[config.mk]
export PLATFORM = sky130hd
export DESIGN_NAME = sobel_top
export DESIGN_NICKNAME = d
export VERILOG_FILES = /design/src/rtl/sobel_pkg.sv /design/src/rtl/sobel_line_buffer.sv /design/src/rtl/sobel_top.sv
export SDC_FILE = /design/constraint.sdc
export NUM_CORES = 1
export LEC_CHECK = 0
export ABC_AREA = 1
export ABC_CLOCK_PERIOD_IN_PS = 4900
export CORE_AREA = 2 2 120 239
export CTS_CLUSTER_DIAMETER = 100
export DETAILED_ROUTE_END_ITERATION = 8
export DIE_AREA = 0 0 122 241
export PLACE_DENSITY = 0.73
export SETUP_SLACK_MARGIN = 0.1
export SLEW_MARGIN = 20
export SYNTH_ARGS = -nofsm -noshare
export SYNTH_HDL_FRONTEND = slang
export SYNTH_SLANG_ARGS = --single-unit
[constraint.sdc]
create_clock -name clk -period 4.9 [get_ports clk]
set_clock_uncertainty 0.15 [all_clocks]
set_input_delay 0.98 -clock clk [delete_from_list [all_inputs] [get_ports clk]]
set_output_delay 0.98 -clock clk [all_outputs]
set_load 0.1 [all_outputs]
[src/rtl/sobel_pkg.sv]
// Shared constants and types for the Sobel edge-detection pipeline.
package sobel_pkg;

    localparam int unsigned PIX_W        = 8;
    localparam int unsigned COEF_R       = 77;
    localparam int unsigned COEF_G       = 150;
    localparam int unsigned COEF_B       = 29;
    localparam int unsigned GRAD_W       = 11;
    localparam int unsigned MAG_MAX      = 255;
    localparam int unsigned PIPE_LATENCY = 4;

    typedef logic [PIX_W-1:0]         pix_t;
    typedef logic signed [GRAD_W-1:0] grad_t;

endpackage

[src/rtl/sobel_line_buffer.sv]
// One image line of gray pixels as a shift FIFO; dout_o is the pixel pushed DEPTH shifts ago.
module sobel_line_buffer
    import sobel_pkg::*;
#(
    parameter int unsigned DEPTH = 8
) (
    input  logic clk,
    input  logic shift_en_i,
    input  pix_t din_i,
    output pix_t dout_o
);

    // Contents are deliberately not reset; the row counter upstream gates validity.
    pix_t mem_q [DEPTH];

    always_ff @(posedge clk) begin
        if (shift_en_i) begin
            mem_q[0] <= din_i;
            for (int i = 1; i < int'(DEPTH); i++) begin
                mem_q[i] <= mem_q[i-1];
            end
        end
    end

    assign dout_o = mem_q[DEPTH-1];

endmodule

[src/rtl/sobel_top.sv]
// Streaming 3x3 Sobel edge detector: RGB -> gray -> window -> |Gx|+|Gy| -> threshold.
module sobel_top
    import sobel_pkg::*;
#(
    parameter int unsigned IMG_WIDTH = 8,
    parameter int unsigned THRESHOLD = 64
) (
    input  logic        clk,
    input  logic        rst_p,
    input  logic        rgb_enable,
    input  logic [23:0] rgb_data_in,
    output logic [23:0] sobel_data_out,
    output logic [7:0]  sobel_mag,
    output logic        sobel_valid
);

    localparam int unsigned      COL_W    = $clog2(IMG_WIDTH);
    localparam logic [COL_W-1:0] COL_LAST = COL_W'(IMG_WIDTH - 1);

    function automatic pix_t rgb_to_gray(input logic [23:0] rgb);
        logic [15:0] acc;
        acc = 16'(COEF_R * 32'(rgb[23:16]) + COEF_G * 32'(rgb[15:8]) + COEF_B * 32'(rgb[7:0]));
        return pix_t'(acc >> 8);
    endfunction

    function automatic grad_t tap121(input pix_t a, input pix_t b, input pix_t c);
        return $signed({3'b000, a}) + $signed({2'b00, b, 1'b0}) + $signed({3'b000, c});
    endfunction

    function automatic logic [GRAD_W-2:0] abs_grad(input grad_t g);
        grad_t n;
        n = g[GRAD_W-1] ? -g : g;
        return (GRAD_W-1)'(n);
    endfunction

    function automatic pix_t sat_mag(input logic [GRAD_W-1:0] sum);
        return (sum > GRAD_W'(MAG_MAX)) ? pix_t'(MAG_MAX) : pix_t'(sum);
    endfunction

    logic [COL_W-1:0] col_q, col_d, col_p1_q;
    logic [1:0]       row_q, row_d, row_p1_q;
    pix_t             gray_p1_q;
    logic             vld_p1_q, vld_p2_q, vld_p3_q, vld_p4_q;
    pix_t             win_q [3][3];
    pix_t             l1_out, l2_out;
    grad_t            gx_d, gy_d, gx_p3_q, gy_p3_q;
    pix_t             mag_d, mag_p4_q;
    logic             win_complete;

    always_comb begin
        col_d = col_q;
        row_d = row_q;
        if (rgb_enable) begin
            if (col_q == COL_LAST) begin
                col_d = '0;
                if (row_q != 2'd2) row_d = row_q + 2'd1;
            end else begin
                col_d = col_q + 1'b1;
            end
        end
    end

    // Stage 1: gray conversion, pixel position tagging, raster counters
    always_ff @(posedge clk or negedge rst_p) begin
        if (!rst_p) begin
            col_q     <= '0;
            row_q     <= '0;
            vld_p1_q  <= 1'b0;
            gray_p1_q <= '0;
            col_p1_q  <= '0;
            row_p1_q  <= '0;
        end else begin
            col_q    <= col_d;
            row_q    <= row_d;
            vld_p1_q <= rgb_enable;
            if (rgb_enable) begin
                gray_p1_q <= rgb_to_gray(rgb_data_in);
                col_p1_q  <= col_q;
                row_p1_q  <= row_q;
            end
        end
    end

    sobel_line_buffer #(.DEPTH(IMG_WIDTH)) u_line1 (
        .clk        (clk),
        .shift_en_i (vld_p1_q),
        .din_i      (gray_p1_q),
        .dout_o     (l1_out)
    );

    sobel_line_buffer #(.DEPTH(IMG_WIDTH)) u_line2 (
        .clk        (clk),
        .shift_en_i (vld_p1_q),
        .din_i      (l1_out),
        .dout_o     (l2_out)
    );

    assign win_complete = (row_p1_q == 2'd2) && (col_p1_q >= COL_W'(2));

    // Stage 2: 3x3 window shift; row 0 is the oldest line
    always_ff @(posedge clk or negedge rst_p) begin
        if (!rst_p) begin
            vld_p2_q <= 1'b0;
            for (int r = 0; r < 3; r++) begin
                for (int c = 0; c < 3; c++) begin
                    win_q[r][c] <= '0;
                end
            end
        end else begin
            vld_p2_q <= vld_p1_q && win_complete;
            if (vld_p1_q) begin
                for (int r = 0; r < 3; r++) begin
                    win_q[r][0] <= win_q[r][1];
                    win_q[r][1] <= win_q[r][2];
                end
                win_q[0][2] <= l2_out;
                win_q[1][2] <= l1_out;
                win_q[2][2] <= gray_p1_q;
            end
        end
    end

    assign gx_d = tap121(win_q[0][2], win_q[1][2], win_q[2][2])
                - tap121(win_q[0][0], win_q[1][0], win_q[2][0]);
    assign gy_d = tap121(win_q[2][0], win_q[2][1], win_q[2][2])
                - tap121(win_q[0][0], win_q[0][1], win_q[0][2]);

    // Stage 3: gradients
    always_ff @(posedge clk or negedge rst_p) begin
        if (!rst_p) begin
            vld_p3_q <= 1'b0;
            gx_p3_q  <= '0;
            gy_p3_q  <= '0;
        end else begin
            vld_p3_q <= vld_p2_q;
            gx_p3_q  <= gx_d;
            gy_p3_q  <= gy_d;
        end
    end

    assign mag_d = sat_mag({1'b0, abs_grad(gx_p3_q)} + {1'b0, abs_grad(gy_p3_q)});

    // Stage 4: clamped magnitude
    always_ff @(posedge clk or negedge rst_p) begin
        if (!rst_p) begin
            vld_p4_q <= 1'b0;
            mag_p4_q <= '0;
        end else begin
            vld_p4_q <= vld_p3_q;
            mag_p4_q <= mag_d;
        end
    end

    // Stage 5: outputs hold their last value across bubbles
    always_ff @(posedge clk or negedge rst_p) begin
        if (!rst_p) begin
            sobel_valid    <= 1'b0;
            sobel_mag      <= '0;
            sobel_data_out <= '0;
        end else begin
            sobel_valid <= vld_p4_q;
            if (vld_p4_q) begin
                sobel_mag      <= mag_p4_q;
                sobel_data_out <= (32'(mag_p4_q) >= THRESHOLD) ? 24'hFFFFFF : 24'h000000;
            end
        end
    end

endmodule

==> summary.md, run 1 <==
| Metric | Value |
|---|---|
| Ordered list of cells on the worst path | `buf_8, ha_4, ha_4, inv_2, fa_1, fa_1, inv_2, ha_4, xnor2_4, fa_1, fa_1, inv_2, fa_1, inv_1, fa_1, ha_4, nand2_8, nor2_4, and2_1, nand2_1, nand2_2, nand3_2, nand3_2, nand2_1` |
| I/O pins | `60` |
| Total of fill cells in the finished design | `around 2100` |
| RSZ-0062 raised after global routing | `true` |
| Placed wire-length estimate | `between 20000 and 25000 um` |
| Fraction of layout cells with a size suffix above 1 | `15.4%` |
| Per-instance average area after synthesis | `between 10 and 15 um^2` |
| Critical Path RT | `5.15 ns` |
| Largest delay contributor family on the critical path | `adder cells` |
| Initial core utilization | `54.6%` |
| Crit path capture type | `flip-flop` |
| CP max stage cell | `sky130_fd_sc_hd__fa_1` |
| Achievable frequency | `171 MHz` |
| Number of DRC markers after the initial detailed-route iteration | `between 400 and 500` |
| Count of placed standard cells including taps | `between 1500 and 2000` |
| Utilization after layout | `64.2%` |
| Category of the most critical setup path | `in -> reg` |
| Number of nets with antenna violations after routing | `0` |
| Failing checks | `negative setup slack` |
| Detailed Route WL | `29000 um` |
| Area growth syn-to-layout | `17.5%` |
| Proportion of synthesized area in mux cells | `less than 1%` |
| Most common library cell in the layout ignoring fill and taps | `sky130_fd_sc_hd__inv_1` |
| Sinks on Clock Net | `261` |
| Critical-path maximum fanout | `4` |
| Number of buffers created by CTS | `23` |
| Worst-case setup margin in the final layout | `-0.959 ns` |
| Wire length per cell after detailed routing | `16.0 um` |
| Count of final setup violators | `8` |
| Std cell rows | `86` |
| Die outline area | `between 20000 and 30000 um^2` |
| Type of the most critical hold path | `reg -> reg` |
| FF+latch count, synth | `261` |
| Status | `finished, violations left` |
| Worst Tran Pin Value | `between 0.9 and 1 ns` |
| Tightest hold margin | `just over 0.2 ns` |
| Final setup TNS | `-7.08 ns` |
| R2R setup slack | `around 1.3 ns` |
| Total of buffers placed on input and output ports | `~60` |
| Part of the cycle the worst path needs | `120%` |
| Min cycle time layout | `just under 6 ns` |
| Main combinational cell family by area after synthesis | `adder cells` |
| DRC violations left | `0` |
| Number of hold violations in the final report | `0` |
| Simple-gate share of the synthesized area | `9.25%` |
| CTS root buffer | `sky130_fd_sc_hd__clkbuf_16` |
| Tightest slew margin relative to the limit | `34.0%` |
| CP dominant cell by count | `sky130_fd_sc_hd__fa_1` |
| Clock Path Buffers | `3` |
| Syn_nets | `approximately 1600` |
| Share of the synthesized netlist area taken by xor and xnor gates | `about 2.6%` |
| Number of cells produced by synthesis | `1325` |
| CTS tree | `done` |
| Final GP Congestion | `roughly 0.85` |
| Worst skew pair latency | `0.52 ns` |
| Post-synth cell types | `42` |
| Netlist area before placement | `about 15000 um^2` |
| Largest stage delay, worst path | `between 0.5 and 0.6 ns` |
| Post-synth EDFFs | `between 100 and 150` |
| TritonRoute pass-1 iters | `4` |
| Die width | `approximately 120 um` |
| Via count of the first global-routing pass | `between 10000 and 15000` |
| Cts-stage hold buffer count | `0` |
| Drt via density | `5.18` |
| Critical Path AT | `~6 ns` |
| YS warnings | `0` |
| Total of max-cap violations | `0` |
| Level count of the clock H-tree | `1` |
| Area fraction in compound gates after synthesis | `around 5.7%` |
| Final net count | `between 1500 and 2000` |
| Die height | `241 um` |
| Sum of overflow across all layers after global routing | `0` |
| Core ar. | `approximately 27000 um^2` |
| Leading cell types in the layout, fill and taps excluded | `sky130_fd_sc_hd__inv_1 (235), sky130_fd_sc_hd__nand2_1 (174), sky130_fd_sc_hd__dfrtp_1 (132)` |
| CP Buf/Inv Count | `5` |
| Number of antenna repair diodes | `0` |
| Leading register cell type out of synthesis | `sky130_fd_sc_hd__dfrtp_1` |
| Vias | `approximately 9400` |
| Startpoint Class | `input pin` |
| Share of flip-flops with an asynchronous set or reset after synthesis | `between 50% and 60%` |
| Clock edge transition at the registers on the reported setup and hold paths | `roughly 0.070 ns` |
| Tot GR Track Use | `a little over a fifth` |
| Adder-cell area share of the yosys netlist | `a little over a quarter` |
| Slew Viols, Final | `0` |
| Largest net degree at the start of global routing | `about 110` |
| Register area share after synthesis | `a little under half` |
| Antenna violations before repair | `0` |
| Non-filler cells, final | `about 1800` |
| Global-route wire length before repair | `a little under 50000 um` |
## cell type report
type	instances	area, um^2	area share (%)
Clock inverter	9	82.6	0.469
Sequential cell	261	7180	40.7
Multi-Input combinational cell	773	7110	40.3
Tap cell	352	440	2.50
Inverter	247	930	5.28
Clock buffer	32	623	3.54
Timing Repair Buffer	142	1260	7.14
## synth_stat cells (2+ instances only)
cell type	instances	share of area, %
sky130_fd_sc_hd__edfxtp_1	128	26
sky130_fd_sc_hd__inv_2	3	0.075
sky130_fd_sc_hd__nor2_1	49	1.2
sky130_fd_sc_hd__nand3_1	32	1.1
sky130_fd_sc_hd__o211ai_1	3	0.15
sky130_fd_sc_hd__fa_1	118	16
sky130_fd_sc_hd__buf_4	23	1.2
sky130_fd_sc_hd__nor3_1	6	0.20
sky130_fd_sc_hd__a21o_1	2	0.10
sky130_fd_sc_hd__nand2_2	5	0.21
sky130_fd_sc_hd__nand2_4	2	0.15
sky130_fd_sc_hd__nor3_2	2	0.13
sky130_fd_sc_hd__xor2_1	34	2.0
sky130_fd_sc_hd__o21ai_0	74	2.5
sky130_fd_sc_hd__nand3_2	3	0.20
sky130_fd_sc_hd__a31oi_1	4	0.17
sky130_fd_sc_hd__xnor2_1	11	0.64
sky130_fd_sc_hd__buf_2	12	0.40
sky130_fd_sc_hd__clkbuf_1	9	0.23
sky130_fd_sc_hd__ha_1	123	10
sky130_fd_sc_hd__mux2_2	8	0.60
sky130_fd_sc_hd__inv_1	244	6.1
sky130_fd_sc_hd__dfrtp_1	133	22
sky130_fd_sc_hd__a21oi_1	62	2.1
sky130_fd_sc_hd__o21ai_2	3	0.18
sky130_fd_sc_hd__nand2_1	191	4.8
sky130_fd_sc_hd__nand4_1	19	0.79
sky130_fd_sc_hd__nand3b_1	4	0.20
sky130_fd_sc_hd__o21ai_1	5	0.17
## per-stage QoR
| stage | setup slack, ns | area (um^2) |
|---|---|---|
| final | -0.959 | 17600 |
| after global routing | -1.13 | 17600 |
| after CTS | -1.04 | 17500 |
| after detailed placement | -2.07 | 16500 |
| after global placement | -1.97 | 16500 |
| after floorplan | -1.12 | 15100 |
## state kept, by name (all words and copies together) (netlist names), 3 cells and up
signal         count
u_line2.mem_q     64
sobel_mag          8
gray_p1_q          8
mag_p4_q           8
u_line1.mem_q     64
gy_p3_q           11
win_q             72
gx_p3_q           11
col_q              3
## cells by family (layout without fill, tap and decap cells)
kind of cell / Yosys count / count (layout)
compound gates: 160 / 160
simple gates: 319 / 319
buf+inv: 291 / 430
fa+ha+maj: 241 / 241
mux: 8 / 8
flops: 261 / 261
xor+xnor: 45 / 45
## worst paths after layout
kind / from / end / depth (start not counted)
worst min register to register: vld_p2_q / vld_p3_q / 0
min in group asynchronous: rst_p / win_q[25] / 1
worst max register to register: win_q[0] / gx_p3_q[9] / 12
max in group asynchronous: rst_p / win_q[54] / 2
worst max-delay path: rgb_data_in[14] / gray_p1_q[7] / 24
worst min-delay path: vld_p2_q / vld_p3_q / 0
## routing by layer
layer	global-route usage (%)	share of wire, %	wire length (um)
met5	0	0	0
met4	10.3	5.4	1550
met3	1.82	2.1	611
met2	43.1	60	17300
met1	20.3	33	9560
## worst register-to-register path, cell delays in order (launching register included)
cell and delay (ns):
sky130_fd_sc_hd__dfrtp_1 0.38, sky130_fd_sc_hd__inv_1 0.11, sky130_fd_sc_hd__fa_1 0.55, sky130_fd_sc_hd__inv_1 0.05
sky130_fd_sc_hd__fa_1 0.38, sky130_fd_sc_hd__fa_1 0.53, sky130_fd_sc_hd__ha_1 0.18, sky130_fd_sc_hd__inv_1 0.06
sky130_fd_sc_hd__fa_1 0.41, sky130_fd_sc_hd__o21ai_2 0.31, sky130_fd_sc_hd__nand4_1 0.13, sky130_fd_sc_hd__o211ai_1 0.13
sky130_fd_sc_hd__xor2_1 0.17
## repair_timing
item	in CTS	in global routing
endpoints found under the setup margin	8	8
pin swaps	42	33
hold endpoints to repair	0	0
resized for setup	86	28
setup buffers	4	2
Power of run 1 is left out: the tool's default activity adds up to more than one toggle a clock period on the data nets, which glitch-free logic cannot reach.
==> inputs of run 2 (changes only) <==
--- a/config.mk
+++ b/config.mk
@@ -6,14 +6,13 @@
 export NUM_CORES = 1
 export LEC_CHECK = 0
 export ABC_AREA = 1
-export ABC_CLOCK_PERIOD_IN_PS = 4900
+export ABC_CLOCK_PERIOD_IN_PS = 4950
 export CORE_AREA = 2 2 120 239
-export CTS_CLUSTER_DIAMETER = 100
 export DETAILED_ROUTE_END_ITERATION = 8
 export DIE_AREA = 0 0 122 241
-export PLACE_DENSITY = 0.73
+export PLACE_DENSITY = 0.76
 export SETUP_SLACK_MARGIN = 0.1
-export SLEW_MARGIN = 20
+export SLEW_MARGIN = 5
 export SYNTH_ARGS = -nofsm -noshare
 export SYNTH_HDL_FRONTEND = slang
 export SYNTH_SLANG_ARGS = --single-unit
==> constraint.sdc (replaced) <==
create_clock -name clk -period 4.95 [get_ports clk]
set_clock_uncertainty 0.15 [all_clocks]
set_input_delay 0.99 -clock clk [delete_from_list [all_inputs] [get_ports clk]]
set_output_delay 0.99 -clock clk [all_outputs]
set_load 0.1 [all_outputs]
==> run 2 against run 1 <==
Compared with the run above: the run still ends with negative setup slack left; die area unchanged; global-route usage increased by 0.17 points; via count decreased by 0.54%; final area decreased by 0.45%; worst setup slack improved by 0.0018 ns; sequential cell count unchanged; register-to-register slack improved by 0.06 ns; hold slack improved by 0.0014 ns; sequential share of layout area increased by 0.18 points; cell count decreased by 0.50%; routed wire length increased by 0.29%; first-iteration DRC count decreased by 2.3%; largest cell class unchanged.
==> summary.md, run 2 (synthesized netlist as in run 1, its figures left out) <==
| Metric | Value |
|---|---|
| Category of the most critical setup path | `in -> reg (unchanged)` |
| Leading cell types in the layout, fill and taps excluded | `sky130_fd_sc_hd__inv_1 (233), sky130_fd_sc_hd__nand2_1 (176), sky130_fd_sc_hd__dfrtp_1 (132) (was sky130_fd_sc_hd__inv_1 (235), sky130_fd_sc_hd__nand2_1 (174), sky130_fd_sc_hd__dfrtp_1 (132))` |
| Number of cells traversed by the worst hold path | `0 (unchanged)` |
| Die outline area | `29400 um^2 (unchanged)` |
| Fraction of layout cells with a size suffix above 1 | `14.6% (was 15.4%)` |
| Clock edge transition at the registers on the reported setup and hold paths | `0.07 ns (about the same)` |
| Level count of the clock H-tree | `1 (unchanged)` |
| Wire length per cell after detailed routing | `16.1 um (was 16.0 um)` |
| Total of buffers placed on input and output ports | `59 (unchanged)` |
| Number of nets with antenna violations after routing | `0 (unchanged)` |
| Vias | `9351 (was 9402)` |
| Antenna violations before repair | `0 (unchanged)` |
| Startpoint of the most critical setup path | `rgb_data_in[14] (unchanged)` |
| Worst-case setup margin in the final layout | `-0.957 ns (was -0.959 ns)` |
| Initial core utilization | `54.6% (unchanged)` |
| Via count of the first global-routing pass | `10400 (was 10200)` |
| Detailed Route WL | `29100 um (was 29000 um)` |
| RSZ-0062 raised after global routing | `true (unchanged)` |
| Achievable frequency | `about 170 MHz` |
| Final GP Congestion | `0.886 (was 0.849)` |
| CTS root buffer | `sky130_fd_sc_hd__clkbuf_16 (unchanged)` |
| Sum of overflow across all layers after global routing | `0 (unchanged)` |
| Tightest slew margin relative to the limit | `33.4% (was 34.0%)` |
| Startpoint Class | `input pin (unchanged)` |
| Largest stage delay, worst path | `0.53 ns (was 0.51 ns)` |
| Count of final setup violators | `8 (unchanged)` |
| Min cycle time layout | `between 5 and 6 ns` |
| Regs by FF count | `win_q (72), u_line1.mem_q (64), u_line2.mem_q (64) (unchanged)` |
| Most common library cell in the layout ignoring fill and taps | `sky130_fd_sc_hd__inv_1 (unchanged)` |
| Worst-case setup slack after placement | `-1.96 ns (was -2.07 ns)` |
| Sinks on Clock Net | `261 (unchanged)` |
| Die height | `241 um (unchanged)` |
| FF-to-FF path depth | `9 (was 12)` |
| Worst skew pair latency | `0.52 ns (about the same)` |
| CP dominant cell by count | `sky130_fd_sc_hd__inv_2 (was sky130_fd_sc_hd__fa_1)` |
| Part of the cycle the worst path needs | `119%` |
| Tot GR Track Use | `21.3% (was 21.1%)` |
| Final net count | `1707 (was 1716)` |
| Register with the highest flop count | `win_q (unchanged)` |
| Critical Path AT | `6.16 ns (was 6.11 ns)` |
| Std cell rows | `86 (unchanged)` |
| Critical-path maximum fanout | `5 (was 4)` |
| Failing checks | `negative setup slack (unchanged)` |
| TritonRoute pass-1 iters | `4 (unchanged)` |
| Area growth syn-to-layout | `17.0% (was 17.5%)` |
| Core ar. | `27400 um^2 (unchanged)` |
| Largest net degree at the start of global routing | `105 (was 107)` |
| Number of DRC markers after the initial detailed-route iteration | `474 (was 485)` |
| Placed wire-length estimate | `22100 um (was 22300 um)` |
| Number of antenna repair diodes | `0 (unchanged)` |
| Die width | `122 um (unchanged)` |
| Worst Tran Pin Value | `0.999 ns (was 0.989 ns)` |
| Clock Path Buffers | `3 (unchanged)` |
| Max reg flops | `72 (unchanged)` |
| CP max stage cell | `sky130_fd_sc_hd__fa_2 (was sky130_fd_sc_hd__fa_1)` |
| Status | `finished, violations left (unchanged)` |
| DRC violations left | `0 (unchanged)` |
| Slew Viols, Final | `0 (unchanged)` |
| Critical Path RT | `5.21 ns (was 5.15 ns)` |
| Total of max-cap violations | `0 (unchanged)` |
| Origin of the critical flop-to-flop path | `win_q[2] (was win_q[0])` |
| Number of buffers created by CTS | `22 (was 23)` |
| CTS tree | `done (unchanged)` |
| Hold path start | `vld_p3_q (was vld_p2_q)` |
| I/O pins | `60 (unchanged)` |
| Type of the most critical hold path | `reg -> reg (unchanged)` |
| Total of fill cells in the finished design | `2095 (was 2143)` |
| Number of hold violations in the final report | `0 (unchanged)` |
| Drt via density | `5.17 (was 5.18)` |
| Crit path capture type | `flip-flop (unchanged)` |
| Global-route wire length before repair | `48700 um (was 48200 um)` |
==> run 2: path summary, 6_finish.rpt <==
| kind | endpoint | slack [ns] |
|---|---|---|
| max | gray_p1_q[7] | -0.96 |
| min | vld_p4_q | 0.21 |
| max reg2reg | gx_p3_q[9] | 1.35 |
| min reg2reg | vld_p4_q | 0.21 |
| max in group asynchronous | vld_p1_q | 3.20 |
| min in group asynchronous | win_q[41] | 0.41 |
==> run 2: worst max-delay path: cells and delay by family <==
| family | cells | cell delay, ns |
|---|---|---|
| AO/OA/AOI/OAI | 2 | 0.35 |
| adder cells (fa/ha/maj) | 10 | 3.71 |
| AND/OR/NAND/NOR | 9 | 0.61 |
| XOR/XNOR | 1 | 0.12 |
| buffers and inverters | 7 | 0.39 |
==> run 2: layout make-up <==
class	count	area [um^2]	share of cell area, %
repair buffers	134	1160	6.64
multi-input cells	773	7030	40.1
clock inverters	9	143	0.813
clock buffers	31	658	3.75
flip-flops and latches	261	7180	40.9
inverters	247	927	5.29
well taps	352	440	2.51
==> run 2: routing by layer <==
metal / routed length (um) / vias up / global-route usage (%)
li1: - / 4471 / -
met1: 9570 / 4636 / 20.3
met5: 0 / - / 0
met4: 1520 / 0 / 10.1
met3: 629 / 86 / 1.94
met2: 17400 / 158 / 43.7
==> run 2: timing repair <==
item | 4_1_cts | 5_1_grt
endpoints found under the setup margin | 8 | 8
hold buffers | 0 | 0
buffers inserted | 2 | 0
pin swaps | 36 | 34
resized for setup | 58 | 31
==> run 2: per-stage QoR <==
step                      std cells  TNS (ns)  util, %  area [um^2]  hold WS [ns]
after CTS                      1807     -7.15     63.5        17400         0.208
after detailed placement       1765    -15.00     60.0        16500         0.192
after global routing           1807     -8.12     63.9        17500         0.209
after floorplan                1325     -7.86        -        15100         0.181
final                          1807     -6.92     63.9        17500         0.206
after global placement         1765    -14.19     60.0        16500         0.184
Power of run 2 is left out for the same reason.
